[config.mk]
export PLATFORM = sky130hd
export DESIGN_NAME = alu_control_sequencer
export DESIGN_NICKNAME = d
export VERILOG_FILES = /design/src/rtl/alu_control_sequencer.sv
export SDC_FILE = /design/constraint.sdc
export NUM_CORES = 1
export LEC_CHECK = 0
export CORE_ASPECT_RATIO = 1.1
export CORE_UTILIZATION = 37
export DETAILED_ROUTE_END_ITERATION = 8
export GPL_ROUTABILITY_DRIVEN = 0
export GPL_TIMING_DRIVEN = 0
export PLACE_DENSITY = 0.77
export SYNTH_ARGS = -nofsm -noshare
export SYNTH_HDL_FRONTEND = slang
export SYNTH_SLANG_ARGS = --single-unit
[constraint.sdc]
create_clock -name clock -period 2.6 [get_ports clock]
set_clock_uncertainty 0.05 [all_clocks]
set_input_delay 0.52 -clock clock [delete_from_list [all_inputs] [get_ports clock]]
set_output_delay 0.52 -clock clock [all_outputs]
set_load 0.005 [all_outputs]
[src/rtl/alu_control_sequencer.sv]
// Hardwired control sequencer for register-register ALU instructions.
// Steps fetch T0-T2 and execute T3-T6, decoding IR into Datapath strobes.
module alu_control_sequencer #(
    parameter int CNT_W = 16
) (
    input  logic             clock,
    input  logic             clear,
    input  logic             start,
    input  logic [31:0]      ir,
    output logic             PCout,
    output logic             MARin,
    output logic             IncPC,
    output logic             Zin,
    output logic             PCin,
    output logic             Read,
    output logic             MDRin,
    output logic             MDRout,
    output logic             IRin,
    output logic             Yin,
    output logic             Zlowout,
    output logic             Zhighout,
    output logic [15:0]      Rout,
    output logic [15:0]      Rin,
    output logic             HIin,
    output logic             LOin,
    output logic [4:0]       opcode,
    output logic             busy,
    output logic             done,
    output logic             illegal,
    output logic [CNT_W-1:0] instr_count
);

    typedef enum logic [2:0] {
        IDLE, T0, T1, T2, T3, T4, T5, T6
    } state_t;

    state_t           state_q, state_d;
    logic             illegal_q;
    logic [CNT_W-1:0] cnt_q, cnt_d;

    logic [4:0] op;
    logic [3:0] ra, rb, rc;
    logic       cls_a, cls_m, cls_u, cls_ill;
    logic       unused_ir;

    assign op        = ir[31:27];
    assign ra        = ir[26:23];
    assign rb        = ir[22:19];
    assign rc        = ir[18:15];
    assign unused_ir = ^ir[14:0];

    assign cls_a   = (op >= 5'd3) && (op <= 5'd11);
    assign cls_m   = (op == 5'd15) || (op == 5'd16);
    assign cls_u   = (op == 5'd17) || (op == 5'd18);
    assign cls_ill = !(cls_a || cls_m || cls_u);

    function automatic logic [15:0] sel(input logic [3:0] idx);
        sel = 16'd1 << idx;
    endfunction

    always_comb begin
        state_d  = state_q;
        PCout    = 1'b0;
        MARin    = 1'b0;
        IncPC    = 1'b0;
        Zin      = 1'b0;
        PCin     = 1'b0;
        Read     = 1'b0;
        MDRin    = 1'b0;
        MDRout   = 1'b0;
        IRin     = 1'b0;
        Yin      = 1'b0;
        Zlowout  = 1'b0;
        Zhighout = 1'b0;
        Rout     = 16'h0000;
        Rin      = 16'h0000;
        HIin     = 1'b0;
        LOin     = 1'b0;
        opcode   = 5'd0;
        done     = 1'b0;
        unique case (state_q)
            IDLE: begin
                if (start) state_d = T0;
            end
            T0: begin
                PCout   = 1'b1;
                MARin   = 1'b1;
                IncPC   = 1'b1;
                Zin     = 1'b1;
                state_d = T1;
            end
            T1: begin
                Zlowout = 1'b1;
                PCin    = 1'b1;
                Read    = 1'b1;
                MDRin   = 1'b1;
                state_d = T2;
            end
            T2: begin
                MDRout  = 1'b1;
                IRin    = 1'b1;
                state_d = T3;
            end
            T3: begin
                if (cls_ill) begin
                    done    = 1'b1;
                    state_d = IDLE;
                end else begin
                    Rout    = sel(rb);
                    Yin     = 1'b1;
                    state_d = T4;
                end
            end
            T4: begin
                // Unary ops take their single operand from Rb twice.
                Rout    = cls_u ? sel(rb) : sel(rc);
                Zin     = 1'b1;
                opcode  = op;
                state_d = T5;
            end
            T5: begin
                Zlowout = 1'b1;
                if (cls_m) begin
                    LOin    = 1'b1;
                    state_d = T6;
                end else begin
                    Rin     = sel(ra);
                    done    = 1'b1;
                    state_d = IDLE;
                end
            end
            T6: begin
                Zhighout = 1'b1;
                HIin     = 1'b1;
                done     = 1'b1;
                state_d  = IDLE;
            end
            default: state_d = IDLE;
        endcase
    end

    assign busy    = (state_q != IDLE);
    assign illegal = illegal_q || ((state_q == T3) && cls_ill);
    assign instr_count = cnt_q;

    always_comb begin
        cnt_d = cnt_q;
        if (done && (state_q != T3)) cnt_d = cnt_q + {{(CNT_W-1){1'b0}}, 1'b1};
    end

    always_ff @(posedge clock) begin
        if (clear) begin
            state_q   <= IDLE;
            illegal_q <= 1'b0;
            cnt_q     <= '0;
        end else begin
            state_q <= state_d;
            cnt_q   <= cnt_d;
            if ((state_q == IDLE) && start) illegal_q <= 1'b0;
            else if ((state_q == T3) && cls_ill) illegal_q <= 1'b1;
        end
    end

endmodule

[Yosys cells after proc, flatten, opt, wreduce, memory -nomap -nowiden]
Cells that the tools add are included.
Storage, ports and cells
  output and inout port bits: 70
  bits in registers: 20
  memories kept: 0
  bits in latches: 0
  input bits: 35
  bits in writable memories: 0
  word-level logic and storage cells: 60
  ROM bits: 0
Operators by class
  add/subtract/negate cells: 1
  multiplexer cells: 23
  shifts and indexed selects: 3
  $lt $le $gt $ge: 2
  bitwise operators: 0
  equal/unequal tests: 13
  reduce and logical (&&, ||, !) cells: 15
  div/mod/pow operators: 0
  multiply operators: 0
Operator list (count)
  16-bit two-way mux: 4
  1-bit by 4-bit left shift with 16-bit output, first input constant: 3
  16-bit one-hot mux with 2 select lines: 1
  3-bit one-hot mux with 8 select lines: 1
  16-bit by 1-bit adder with 16-bit output, second input constant: 1
  5-bit equality test, second input constant: 3
  3-bit equality test, second input constant: 4
  1-bit two-way mux: 12
  3-bit two-way mux: 3
  3-bit by 2-bit equality test with 1-bit output, second input constant: 2
  2-bit OR reduction: 3
  5-bit by 4-bit equality test with 1-bit output, second input constant: 1
  5-bit by 2-bit greater-or-equal comparator with 1-bit output, second input constant: 1
  5-bit by 4-bit <= comparator with 1-bit output, second input constant: 1
  1-bit logical OR: 5
  5-bit two-way mux: 1
  1-bit logical AND: 4
  3-bit by 1-bit equality test with 1-bit output, second input constant: 1
  3-bit zero test: 1
  3-bit inequality test, second input constant: 1
  1-bit one-hot mux with 3 select lines: 1
  3-bit nonzero test: 1
  2-bit inequality test, second input constant: 1
  1-bit zero test: 1

[Logic depth before layout (Yosys ltp)]
  depth after elaboration: 7
  depth in mapped cells: 7
  depth with buffers taken out: 5

[Worst setup path before layout]
Ideal clock, no wire load.
  kind: input-to-output
  from: in ir[28]
  to: out Rout[2]
  slack: 0.153 ns
  stages: 6
  arrival: 1.877 ns
  required time: 2.030 ns
  path buffers: 1
  cells stage by stage: buf_6 or4b_1 a31oi_1 nor3_2 or3_1 o21ai_1
Between the ends
  cells in the longest elaborated chain, start to end: 6
  elaborated cells between the ends (all ways): 14
  those cells by class: order compare: 2; eq/ne: 4; mux: 3; reduce/logical: 5
Ends and longest elaborated chain
  start: declaration: RTL line 9  | input logic [31:0] ir,
  5-bit by 2-bit greater-or-equal comparator with 1-bit output (tied with other cells): RTL line 52  | assign cls_a = (op >= 5'd3) && (op <= 5'd11);
  1-bit logical AND / 1-bit logical OR (equally long branches): RTL line 52, 53
  1-bit logical OR (2 in a row): RTL line 55  | assign cls_ill = !(cls_a || cls_m || cls_u);
  16-bit two-way mux: RTL line 105  | if (cls_ill) begin
  16-bit one-hot mux with 2 select lines (*): RTL line 81  | unique case (state_q)
  end: declaration: RTL line 22  | output logic [15:0] Rout,
Mark *: on every way between the ends. The rest lies on a longest branch, timed or not.

[Worst setup path in the final report]
  from: in ir[31]
  to: out Rout[15]
The elaborated chain is that of the path after synthesis.

==> metrics.yaml <==
period_needed_ns: 2.74
clock_latency_ns: 0.26
crit_arrival_ns: 2.17
drt_iter0_drc: 185
timing.rr.start: "state_q[0]"
final-setup-viol-count: 17
p_total_uw: 852
final_common_cell: "clkdlybuf4s50_1"
cp_data_required_time_ns: 2.03
nets: 405
end_kind: "output pin"
dieHeight_um: 73.2
layout-drive-gt1-share: 0.361
path_cells: "buf_8, buf_6, or4b_4, a31oi_4, nor3_4, nand3b_1, buf_6, buf_6, o22ai_2, buf_2"
synth-simple-area-share: 0.435
ios: 105
cts_root_buf: "clkbuf_8"
final_core_util: 0.736
synthDistinctLibCells: 51
grt_pass1_vias: 2143
setup-tns-final_ns: -1.11
failed_checks: "negative setup slack"
synth_top_area_frac: 0.235
powerDensity_mw_per_mm2: 266
cts_buffer_depth: 2
clockPowerShare: 0.284
rr_worst_depth: 8
peakVddDrop_v: 0.000266
antenna_found_initial: 0
finalWirelength_mm: 6.69
synth-async-reset-ratio: 0
timing.rr.end: "instr_count[11]"
layout_common_cells: "47 x clkdlybuf4s50_1, 36 x buf_4, 32 x nor2_1, 19 x dfxtp_1, 18 x buf_2"
max_freq_mhz: 365
start_util: 0.393
fp.dieW_um: 66.8
drv_slew: 0
syn2layout_area_growth_pct: 87.6
htree_levels: 1
timing.final.ws_setup_ns: -0.140
ctsHoldBuffers: 0
rows: 25
finalCritPeriodShare: 1.05
synth_area_mm2: 0.00171
dr_total_vias: 2360
worstHoldEndpoint: "illegal_q"
dp_hpwl_mm: 4.03
track_usage: 0.252
top_layer: "met4"
synth-compound-area-share: 0.164
pwr-share-seq: 0.369
drtAntennaViolNets: 0
max_cap_violations: 0
synth_mux_area_frac: 0.00660
drt-met1-wl_mm: 2.70
crit_fanout: 5
whs_path_depth: 2
crit_path_top_delay_cell: "or4b_4"
cts_num_sinks: 20
grt_pass1_wl_mm: 9.76
status: "complete, but fails checks"
synthCells: 237
slowest_delay_ns: 0.48
core-area_mm2: 0.00435
synth_fa_ha_area_frac: 0.00733
grt_setup_unrepaired: "yes"
cts_tree: "built"
drc: 0
synth-main-ff-cell: "dfxtp_1"
path_buf_inv: 5
yosys-top-cells-area: "dfxtp_1 23%, nor2_1 7.7%, xnor2_1 6.7%"
met3_length_um: 477
dr.pass1.iters: 5
synth-edff-count: 0
gr-total-overflow: 0
finalHoldViolCount: 0
route.met2.wl_mm: 3.38
ys_ff_latch: 20
portBuffers: 87
synth_nets: 273
power_leakage_nw: 1.29
power.switching_uw: 248
start_kind: "primary input"
r2r_slack_ns: 0.55
worstMarginPinSlew_ns: 0.526
synth_top_family_by_area: "simple AND/OR/NAND/NOR gates"
swShare: 0.291
critPathTopFamily: "simple AND/OR/NAND/NOR gates"
power_frac_comb: 0.347
stdcell_area_mm2: 0.00320
place_area_mm2: 0.00265
worstHoldPathType: "reg -> reg"
avgViaCountPerCell: 5.59
synth.largest_area_cell: "dfxtp_1"
path_clk_slew_ns: 0.07
yosys_warnings: 0
grt_max_degree: 12
internal-power_uw: 604
syn_avg_cell_area_um2: 7.20
crit_top_cell: "buf_6"
cts_buffers: 3
synth_xor_area_frac: 0.0718
wl_per_cell_um: 15.9
worstSetupPathType: "in -> out"
yosysSeqAreaShare: 0.235
slew_headroom: 0.650
antennaDiodeCount: 0
hold_start: "illegal_q"
die-area_mm2: 0.00489
[timing repair]
item | CTS | global route
setup endpoints to repair | 39 | 36
gates resized for setup | 167 | 47
buffers inserted | 29 | 13
pin swaps | 25 | 13
[per-stage QoR]
step / worst slack [ns] / hold WS (ns) / std cells
after floorplan: 0.153 / 0.399 / 237
after detailed placement: -0.970 / 0.431 / 378
after global routing: -0.200 / 0.482 / 422
final: -0.140 / 0.444 / 422
after global placement: -0.914 / 0.408 / 378
after CTS: -0.0968 / 0.440 / 410
[cells in the mapped netlist (2+ instances only)]
library cell	n
or2_2	3
nand2b_1	10
o21ai_0	5
a21oi_1	10
clkbuf_1	7
nor3_1	15
o22ai_1	6
a31oi_1	2
a2bb2o_1	3
and4_1	2
dfxtp_1	20
nor2_1	35
buf_2	2
nand2_1	17
or3_1	4
buf_4	6
nor4b_1	2
and3_1	6
xnor2_1	13
inv_1	9
nand3_1	10
buf_6	2
nand3b_1	3
o32ai_1	4
nor4_1	7
nor2b_1	5
nand4_1	5
[flip-flops by register name, indices dropped and copies added (netlist names)]
signal       count
instr_count     16
state_q          3
illegal_q        1
[power by group through the flow]
stage	Clock (mW)	Sequential (mW)	Combinational [mW]
6_report	0.242	0.314	0.296
5_1_grt	0.251	0.315	0.314
4_1_cts	0.241	0.314	0.260
3_5_place_dp	0	0.324	0.199
3_3_place_gp	0	0.324	0.196
2_1_floorplan	0	0.322	0.0994
[worst reg2reg max path: stages, from the launching register on]
cell     delay [ns]
dfxtp_4        0.36
buf_4          0.14
or2_2          0.16
o32ai_4        0.10
buf_4          0.14
buf_4          0.14
or3_4          0.40
or3_1          0.35
a21oi_1        0.14
[cell families after synthesis]
group	count (synthesis)
AND/OR/NAND/NOR	136
AO/OA/AOI/OAI	39
buffers and inverters	26
flip-flops	20
XOR/XNOR	14
multiplexers	1
adder cells (fa/ha/maj)	1
[worst max path at each step]
| stage | to | startpoint | depth (start not counted) | slack (ns) |
|---|---|---|---|---|
| 6_report | Rout[15] | ir[31] | 10 | -0.14 |
| 5_1_grt | Rout[15] | ir[31] | 10 | -0.20 |
| 4_1_cts | Rout[15] | ir[30] | 9 | -0.1 |
| 3_5_place_dp | Rout[5] | ir[31] | 8 | -0.97 |
| 3_3_place_gp | Rout[5] | ir[31] | 8 | -0.91 |
| 2_1_floorplan | Rout[2] | ir[28] | 6 | 0.15 |
[cell type report]
| class | count | area (µm²) |
|---|---|---|
| multi-input combinational | 191 | 1410 |
| fill | 327 | 1150 |
| timing repair buffer | 127 | 1110 |
| sequential | 20 | 404 |
| buffer | 17 | 126 |
| tap | 54 | 67.6 |
| clock buffer | 4 | 55.1 |
| inverter | 9 | 33.8 |
[metal layers]
metal	up-vias	GRT usage
met5	-	0
met4	0	0.109
met3	16	0.0344
met2	119	0.442
met1	1103	0.303
li1	1122	-
No activity file was read; power rests on OpenSTA's default activity.
